$ cat config.mk
export PLATFORM = sky130hd
export DESIGN_NAME = ghost_wall_sensor
export DESIGN_NICKNAME = d
export VERILOG_FILES = /design/src/rtl/maze_pkg.sv /design/src/rtl/maze_wall_rom.sv /design/src/rtl/ghost_wall_sensor.sv
export SDC_FILE = /design/constraint.sdc
export NUM_CORES = 1
export LEC_CHECK = 0
export ABC_CLOCK_PERIOD_IN_PS = 2690
export CORE_ASPECT_RATIO = 0.6
export CORE_UTILIZATION = 55
export DETAILED_ROUTE_END_ITERATION = 16
export PLACE_DENSITY = 0.87
export SLEW_MARGIN = 20
export SYNTH_ARGS = -nofsm -noshare
export SYNTH_HDL_FRONTEND = slang
export SYNTH_SLANG_ARGS = --single-unit
$ cat constraint.sdc
create_clock -name clk -period 2.69 [get_ports clk]
set_clock_uncertainty 0.15 [all_clocks]
set_input_delay 0.4035 -clock clk [delete_from_list [all_inputs] [get_ports clk]]
set_output_delay 0.4035 -clock clk [all_outputs]
set_load 0.005 [all_outputs]
$ cat src/rtl/maze_pkg.sv
// maze_pkg
//   Shared maze geometry for pacman movement, the ghost controllers and the
//   ghost wall sensor.
//   Contents:
//     MAZE_W, MAZE_H, ROM_DEPTH   maze size in tiles and wall ROM depth in bits
//     COORD_W, ADDR_W             tile coordinate and ROM address widths
//     LAST_COL, LAST_ROW          highest legal tile column / row
//     dir_e                       DIR_UP / DIR_DN / DIR_LF / DIR_RT neighbour encoding
//     tile_addr(x, y)             wall ROM bit address y*28+x, built from shifts only
package maze_pkg;

  localparam int MAZE_W    = 28;
  localparam int MAZE_H    = 36;
  localparam int ROM_DEPTH = MAZE_W * MAZE_H;  // 1008
  localparam int COORD_W   = 6;
  localparam int ADDR_W    = 10;

  localparam logic [COORD_W-1:0] LAST_COL = COORD_W'(MAZE_W - 1);
  localparam logic [COORD_W-1:0] LAST_ROW = COORD_W'(MAZE_H - 1);

  typedef enum logic [1:0] {
    DIR_UP = 2'd0,
    DIR_DN = 2'd1,
    DIR_LF = 2'd2,
    DIR_RT = 2'd3
  } dir_e;

  // y*28 = y*16 + y*8 + y*4, so no multiplier is needed. Out-of-range
  // coordinates simply wrap; callers never use the ROM bit for those.
  function automatic logic [ADDR_W-1:0] tile_addr(input logic [COORD_W-1:0] x,
                                                  input logic [COORD_W-1:0] y);
    logic [ADDR_W-1:0] yw;
    logic [ADDR_W-1:0] xw;
    yw = {{(ADDR_W-COORD_W){1'b0}}, y};
    xw = {{(ADDR_W-COORD_W){1'b0}}, x};
    return (yw << 4) + (yw << 3) + (yw << 2) + xw;
  endfunction

endpackage

$ cat src/rtl/maze_wall_rom.sv
// maze_wall_rom
//   Single-port wall ROM of the 28x36 maze, one bit per tile (1 = wall).
//   Contents come from the ROM_BITS parameter (bit index = y*28+x).
//   Ports:
//     clk   in   system clock
//     addr  in   tile bit address
//     data  out  registered wall bit, valid one cycle after addr is presented
module maze_wall_rom
  import maze_pkg::*;
#(
  parameter logic [ROM_DEPTH-1:0] ROM_BITS = '0
) (
  input  logic              clk,
  input  logic [ADDR_W-1:0] addr,
  output logic              data
);

  logic romMem [ROM_DEPTH];

  generate
    for (genvar gi = 0; gi < ROM_DEPTH; gi++) begin : g_rom
      assign romMem[gi] = ROM_BITS[gi];
    end
  endgenerate

  // Addresses past the last tile only occur for illegal requests, whose
  // result is forced anyway; read them as open floor.
  always_ff @(posedge clk) begin
    if (addr < ADDR_W'(ROM_DEPTH)) begin
      data <= romMem[addr];
    end else begin
      data <= 1'b0;
    end
  end

endmodule

$ cat src/rtl/ghost_wall_sensor.sv
// ghost_wall_sensor
//   Shared wall sensor for the four ghost controllers. For an accepted ghost
//   tile (x,y) it looks up the four neighbour tiles in the wall ROM, one per
//   cycle, and presents all four results together with a one-cycle rsp_valid
//   exactly five clocks after acceptance.
//   Ports:
//     clk         in   system clock
//     reset_n     in   asynchronous active-low reset
//     req_valid   in   request present
//     req_ready   out  sensor idle; request accepted on req_valid & req_ready
//     req_x/req_y in   ghost tile coordinates (legal 0..27 / 0..35)
//     door_open   in   ghost-house door passable, sampled at acceptance
//     rsp_valid   out  one-cycle pulse, wall_* hold a fresh result
//     wall_up/down/left/right  out  neighbour blocked flags, held until next result
module ghost_wall_sensor
  import maze_pkg::*;
#(
  parameter logic [COORD_W-1:0]   TUNNEL_ROW = 6'd17,
  parameter logic [COORD_W-1:0]   DOOR_Y     = 6'd15,
  parameter logic [COORD_W-1:0]   DOOR_X0    = 6'd13,
  parameter logic [COORD_W-1:0]   DOOR_X1    = 6'd14,
  parameter logic [ROM_DEPTH-1:0] ROM_BITS   = '0
) (
  input  logic               clk,
  input  logic               reset_n,
  input  logic               req_valid,
  output logic               req_ready,
  input  logic [COORD_W-1:0] req_x,
  input  logic [COORD_W-1:0] req_y,
  input  logic               door_open,
  output logic               rsp_valid,
  output logic               wall_up,
  output logic               wall_down,
  output logic               wall_left,
  output logic               wall_right
);

  localparam logic [2:0] IDLE = 3'd0;
  localparam logic [2:0] Q_UP = 3'd1;
  localparam logic [2:0] Q_DN = 3'd2;
  localparam logic [2:0] Q_LF = 3'd3;
  localparam logic [2:0] Q_RT = 3'd4;
  localparam logic [2:0] CAP  = 3'd5;

  logic [2:0]         state;
  logic [COORD_W-1:0] xLat;
  logic [COORD_W-1:0] yLat;
  logic               doorLat;
  logic               illegalLat;

  dir_e               qDir;
  logic [COORD_W-1:0] nx;
  logic [COORD_W-1:0] ny;
  logic               forceHit;
  logic               forceVal;
  logic [ADDR_W-1:0]  romAddr;
  logic               romData;

  // Override decision travels alongside the ROM read so it lines up with romData.
  logic               forceHitQ;
  logic               forceValQ;
  logic               sensed;

  logic               upTmp;
  logic               dnTmp;
  logic               lfTmp;
  logic               accept;

  assign req_ready = (state == IDLE);
  assign accept    = req_valid && req_ready;

  always_comb begin
    case (state)
      Q_DN:    qDir = DIR_DN;
      Q_LF:    qDir = DIR_LF;
      Q_RT:    qDir = DIR_RT;
      default: qDir = DIR_UP;
    endcase
  end

  // Neighbour coordinate for the direction being issued, plus whether the
  // ROM bit must be replaced (maze edge, ghost-house door, illegal request).
  always_comb begin
    nx       = xLat;
    ny       = yLat;
    forceHit = 1'b0;
    forceVal = 1'b0;
    case (qDir)
      DIR_UP: begin
        if (yLat == '0) begin
          forceHit = 1'b1;
          forceVal = 1'b1;
        end else begin
          ny = yLat - 1'b1;
        end
      end
      DIR_DN: begin
        if (yLat == LAST_ROW) begin
          forceHit = 1'b1;
          forceVal = 1'b1;
        end else begin
          ny = yLat + 1'b1;
        end
      end
      DIR_LF: begin
        if (xLat == '0) begin
          if (yLat == TUNNEL_ROW) begin
            nx = LAST_COL;
          end else begin
            forceHit = 1'b1;
            forceVal = 1'b1;
          end
        end else begin
          nx = xLat - 1'b1;
        end
      end
      DIR_RT: begin
        if (xLat == LAST_COL) begin
          if (yLat == TUNNEL_ROW) begin
            nx = '0;
          end else begin
            forceHit = 1'b1;
            forceVal = 1'b1;
          end
        end else begin
          nx = xLat + 1'b1;
        end
      end
      default: begin
      end
    endcase
    if (!forceHit && (ny == DOOR_Y) && (nx >= DOOR_X0) && (nx <= DOOR_X1)) begin
      forceHit = 1'b1;
      forceVal = !doorLat;
    end
    if (illegalLat) begin
      forceHit = 1'b1;
      forceVal = 1'b1;
    end
  end

  assign romAddr = tile_addr(nx, ny);

  maze_wall_rom #(
    .ROM_BITS(ROM_BITS)
  ) wallRom (
    .clk (clk),
    .addr(romAddr),
    .data(romData)
  );

  assign sensed = forceHitQ ? forceValQ : romData;

  // Up/down/left results are parked in temporaries so that wall_* change
  // only once, together, when the last neighbour arrives.
  always_ff @(posedge clk or negedge reset_n) begin
    if (!reset_n) begin
      state      <= IDLE;
      xLat       <= '0;
      yLat       <= '0;
      doorLat    <= 1'b0;
      illegalLat <= 1'b0;
      forceHitQ  <= 1'b0;
      forceValQ  <= 1'b0;
      upTmp      <= 1'b0;
      dnTmp      <= 1'b0;
      lfTmp      <= 1'b0;
      rsp_valid  <= 1'b0;
      wall_up    <= 1'b0;
      wall_down  <= 1'b0;
      wall_left  <= 1'b0;
      wall_right <= 1'b0;
    end else begin
      rsp_valid <= 1'b0;
      forceHitQ <= forceHit;
      forceValQ <= forceVal;
      case (state)
        IDLE: begin
          if (accept) begin
            xLat       <= req_x;
            yLat       <= req_y;
            doorLat    <= door_open;
            illegalLat <= (req_x > LAST_COL) || (req_y > LAST_ROW);
            state      <= Q_UP;
          end
        end
        Q_UP: state <= Q_DN;
        Q_DN: begin
          upTmp <= sensed;
          state <= Q_LF;
        end
        Q_LF: begin
          dnTmp <= sensed;
          state <= Q_RT;
        end
        Q_RT: begin
          lfTmp <= sensed;
          state <= CAP;
        end
        CAP: begin
          wall_up    <= upTmp;
          wall_down  <= dnTmp;
          wall_left  <= lfTmp;
          wall_right <= sensed;
          rsp_valid  <= 1'b1;
          state      <= IDLE;
        end
        default: state <= IDLE;
      endcase
    end
  end

endmodule
==> impl_results.html <==
<table>
<tr><th>Metric</th><th>Value</th></tr>
<tr><th colspan="2">Global route</th></tr>
<tr><td>Number of antenna violations at the first check in global routing</td><td>0</td></tr>
<tr><td>Largest net degree at the start of global routing</td><td>28</td></tr>
<tr><td>Grt ovf</td><td>0</td></tr>
<tr><td>Global-route usage over all layers</td><td>25.76%</td></tr>
<tr><td>Vias in the first global route</td><td>1390</td></tr>
<tr><td>First-pass GRT wire length</td><td>6906 um</td></tr>
<tr><th colspan="2">Clock tree</th></tr>
<tr><td>Longest Clk Path Bufs</td><td>2</td></tr>
<tr><td>CTS clk-pin slew, worst paths</td><td>0.09 ns</td></tr>
<tr><td>TritonCTS clock tree</td><td>built</td></tr>
<tr><td>Worst skew pair latency</td><td>0.28 ns</td></tr>
<tr><td>Number of setup buffers added after CTS</td><td>0</td></tr>
<tr><td>Total number of H-tree levels</td><td>1</td></tr>
<tr><td>Quantity of gates resized following cts</td><td>0</td></tr>
<tr><td>Number of hold buffers added after cts</td><td>0</td></tr>
<tr><td>Master cell of the clock root buffer</td><td>clkbuf_8</td></tr>
<tr><td>TritonCTS Sinks</td><td>27</td></tr>
<tr><td>Total CTS buffers</td><td>3</td></tr>
<tr><th colspan="2">Min path</th></tr>
<tr><td>Min-delay worst type</td><td>register to register</td></tr>
<tr><th colspan="2">Logic synthesis</th></tr>
<tr><td>Warning count from the yosys run</td><td>0</td></tr>
<tr><td>Number of enable flip-flop cells after synthesis</td><td>0</td></tr>
<tr><td>FF+latch count, synth</td><td>27</td></tr>
<tr><td>Syn nets</td><td>225</td></tr>
<tr><td>Proportion of synthesized flip-flops having asynchronous set or reset</td><td>100.0%</td></tr>
<tr><td>Post-synthesis cell type count</td><td>49</td></tr>
<tr><td>Post-synthesis average cell area</td><td>8.918 um2</td></tr>
<tr><td>Post-synthesis cell area</td><td>1819 um2</td></tr>
<tr><td>Mapped Cells</td><td>204</td></tr>
<tr><td>Main flop type after synthesis</td><td>dfrtp_1</td></tr>
<tr><td>Sequential-to-total area share from yosys stat</td><td>37.14%</td></tr>
<tr><th colspan="2">Drt</th></tr>
<tr><td>Total wire length after detailed routing</td><td>4145 um</td></tr>
<tr><td>DRT antenna net count</td><td>0</td></tr>
<tr><td>Violation count after the first detailed-routing iteration</td><td>108</td></tr>
<tr><td>Via count</td><td>1633</td></tr>
<tr><td>Detailed-route wire length per cell</td><td>15.47 um</td></tr>
<tr><td>Vias per inst</td><td>6.093</td></tr>
<tr><td>DRC viols</td><td>0</td></tr>
<tr><td>Router iterations before antenna repair</td><td>4</td></tr>
<tr><th colspan="2">Cells and area</th></tr>
<tr><td>Number of antenna cells inserted</td><td>0</td></tr>
<tr><td>Leading cell types in the layout, fill and taps excluded</td><td>dfrtp_1 (26), nand2_1 (21), clkdlybuf4s50_1 (21)</td></tr>
<tr><td>Fraction of final layout cells sized beyond drive strength 1</td><td>13.72%</td></tr>
<tr><td>Fill cells</td><td>244</td></tr>
<tr><td>Leading cell type in the layout, fill and taps excluded</td><td>dfrtp_1</td></tr>
<tr><td>Filler-free cell count of the finished design</td><td>268</td></tr>
<tr><td>Post-layout net count</td><td>248</td></tr>
<tr><td>Footprint of the multi-input gates</td><td>1057 um2</td></tr>
<tr><td>Area of all sequential standard cells</td><td>676.9 um2</td></tr>
<tr><td>Final core utilization</td><td>71.00%</td></tr>
<tr><td>Layout-stage area growth over the synthesis result</td><td>17.19%</td></tr>
<tr><th colspan="2">Pwr</th></tr>
<tr><td>Power share of the combinational group</td><td>54.7%</td></tr>
<tr><td>Sequential share of power</td><td>35.9%</td></tr>
<tr><td>Leakage</td><td>0.8771 nW</td></tr>
<tr><td>Switching Fraction</td><td>45.11%</td></tr>
<tr><td>Final Total Pwr</td><td>2.446 mW</td></tr>
<tr><td>Net switching power figure</td><td>1.103 mW</td></tr>
<tr><td>P per Cell Area</td><td>1147 nW/um2</td></tr>
<tr><td>Worst IR drop on VDD</td><td>0.6290 mV</td></tr>
<tr><td>Cell-internal power</td><td>1.342 mW</td></tr>
<tr><td>Clock power share</td><td>9.4%</td></tr>
<tr><th colspan="2">Floorplan</th></tr>
<tr><td>Number of top-level design ports</td><td>22</td></tr>
<tr><td>Number of placement rows</td><td>15</td></tr>
<tr><td>Starting utilization of the core area</td><td>60.58%</td></tr>
<tr><td>Core footprint</td><td>3003 um2</td></tr>
<tr><td>Horizontal extent of the die</td><td>76.25 um</td></tr>
<tr><td>Full die area</td><td>3549 um2</td></tr>
<tr><td>Chip Height</td><td>46.55 um</td></tr>
<tr><th colspan="2">STA</th></tr>
<tr><td>Setup TNS</td><td>0 ns</td></tr>
<tr><td>Peak clock frequency supported by timing</td><td>395.1 MHz</td></tr>
<tr><td>Clock period minus worst slack</td><td>2.531 ns</td></tr>
<tr><td>Least-Margin Pin Slew</td><td>0.5359 ns</td></tr>
<tr><td>Hold violation count in the final report</td><td>0</td></tr>
<tr><td>Max-slew violations</td><td>0</td></tr>
<tr><td>Post-route worst hold slack</td><td>0.3342 ns</td></tr>
<tr><td>Number of endpoints failing setup at the final stage</td><td>0</td></tr>
<tr><td>Setup repair after global routing missed its margin</td><td>no</td></tr>
<tr><td>Share of the clock period used by the worst path</td><td>94.10%</td></tr>
<tr><td>Headroom to the max-slew limit</td><td>64.27%</td></tr>
<tr><th colspan="2">Setup path</th></tr>
<tr><td>Critical path data required time</td><td>2.72 ns</td></tr>
<tr><td>Crit path buffers/inverters</td><td>1</td></tr>
<tr><td>Slack of the worst reg-to-reg path</td><td>0.16 ns</td></tr>
<tr><td>Crit path arrival time</td><td>2.56 ns</td></tr>
<tr><td>Crit Path Class</td><td>register to register</td></tr>
<tr><td>Highest-delay cell along the critical path</td><td>dfrtp_1</td></tr>
<tr><td>Largest delay share family, worst path</td><td>compound AO/OA/AOI/OAI gates</td></tr>
<tr><td>Worst r2r src</td><td>yLat[1]</td></tr>
<tr><td>Reg-to-reg endpoint</td><td>forceValQ</td></tr>
<tr><td>Startpoint type of the worst setup path</td><td>register</td></tr>
<tr><td>Highest cell delay on the worst timing path</td><td>0.46 ns</td></tr>
<tr><td>Source of the critical timing path</td><td>yLat[1]</td></tr>
<tr><td>Critical Path Sink</td><td>forceValQ</td></tr>
<tr><td>Number of cells on the worst reg-to-reg path</td><td>9</td></tr>
<tr><td>Critical path capture point type</td><td>register</td></tr>
<tr><td>Instance count on the critical path</td><td>9</td></tr>
<tr><td>Crit Path Max Fanout</td><td>7</td></tr>
<tr><td>CP cell instances</td><td>inv_1 &gt; ha_1 &gt; nor3b_2 &gt; a211oi_4 &gt; a211oi_1 &gt; nor4_1 &gt; a21o_1 &gt; nand4_1 &gt; o31ai_2</td></tr>
<tr><th colspan="2">Placement</th></tr>
<tr><td>Number of placed instances with taps included</td><td>264</td></tr>
<tr><td>Count of buffers inserted at the top-level ports</td><td>21</td></tr>
<tr><td>DP HPWL</td><td>3130 um</td></tr>
<tr><td>Final RePlAce weighted congestion</td><td>1.028</td></tr>
<tr><th colspan="2">Flow run</th></tr>
<tr><td>Max-Cap Viols</td><td>0</td></tr>
<tr><th colspan="2">Run status</th></tr>
<tr><td>Status</td><td>completed</td></tr>
</table>
## final cells by class
class / count / area share, %
flip-flops and latches: 27 / 31.75
multi-input cells: 158 / 49.59
well taps: 42 / 2.465
repair buffers: 29 / 12.68
inverters: 8 / 1.408
clock buffers: 4 / 2.113
## routing by layer
layer	global-route usage (%)	share of wire, %	vias to the layer above
li1	-	-	792
met1	37.06	49	756
met2	38.74	41	78
met3	7.525	9.0	7
met4	4.615	0.65	0
met5	0	0	-
## kinds of logic after synthesis
| family | count (synthesis) | synth area share (%) |
|---|---|---|
| buf+inv | 19 | 5.158 |
| xor+xnor | 6 | 2.889 |
| mux | 13 | 7.978 |
| fa+ha+maj | 5 | 3.439 |
| simple gates | 80 | 23.73 |
| flops | 27 | 37.14 |
| compound gates | 54 | 19.67 |
## Yosys cell counts (all sizes together) (2+ instances only)
library cell | number | share of area, %
a211oi | 9 | 4.0
a21o | 2 | 0.83
a21oi | 5 | 1.4
a31oi | 4 | 1.4
and3 | 5 | 1.7
buf | 8 | 2.9
clkbuf | 3 | 0.62
dfrtp | 27 | 37
ha | 5 | 3.4
inv | 8 | 1.7
mux2 | 12 | 7.4
nand2 | 21 | 4.3
nand2b | 2 | 0.69
nand3 | 10 | 2.8
nor2 | 15 | 3.1
nor2b | 3 | 1.0
nor3 | 8 | 2.8
nor3b | 4 | 2.2
nor4 | 2 | 0.69
o21ai | 20 | 5.5
o31ai | 5 | 2.3
or4 | 2 | 1.0
xnor2 | 4 | 1.9
xor2 | 2 | 0.96
## worst min-delay path by stage
stage / from / end / cells past startpoint
floorplan: reset_n / dnTmp / 0
finish: lfTmp / lfTmp / 2
detailed placement: lfTmp / lfTmp / 2
global route: lfTmp / lfTmp / 2
CTS: lfTmp / lfTmp / 2
global placement: wall_right / wall_right / 2
## worst min-delay path, stage by stage (launching register included)
cell and delay, ns:
dfrtp_1 0.35, nand2_1 0.04, o21ai_0 0.06
## through the flow
step                      worst slack (ns)  cell area, um2
final                               0.1587            2132
after global routing              0.002891            2132
after CTS                           0.1169            2123
after detailed placement            0.1543            2078
after global placement              0.1350            2078
after floorplan                     0.4380            1819
## flip-flops by register name (all words and copies together), names as in the netlist
register	flops
illegalLat	1
upTmp	1
yLat	6
wall_up	1
doorLat	1
wall_right	1
rsp_valid	1
forceValQ	1
dnTmp	1
lfTmp	1
wall_down	1
state	3
xLat	6
wall_left	1
forceHitQ	1
## power groups by stage
stage | registers (mW) | clock network [mW] | logic, mW
CTS | 0.867 | 0.240 | 1.30
detailed placement | 0.874 | 0 | 1.30
finish | 0.878 | 0.231 | 1.34
global placement | 0.868 | 0 | 1.29
global route | 0.919 | 0.251 | 1.47
floorplan | 0.735 | 0 | 1.07
No activity file was read; power rests on OpenSTA's default activity.
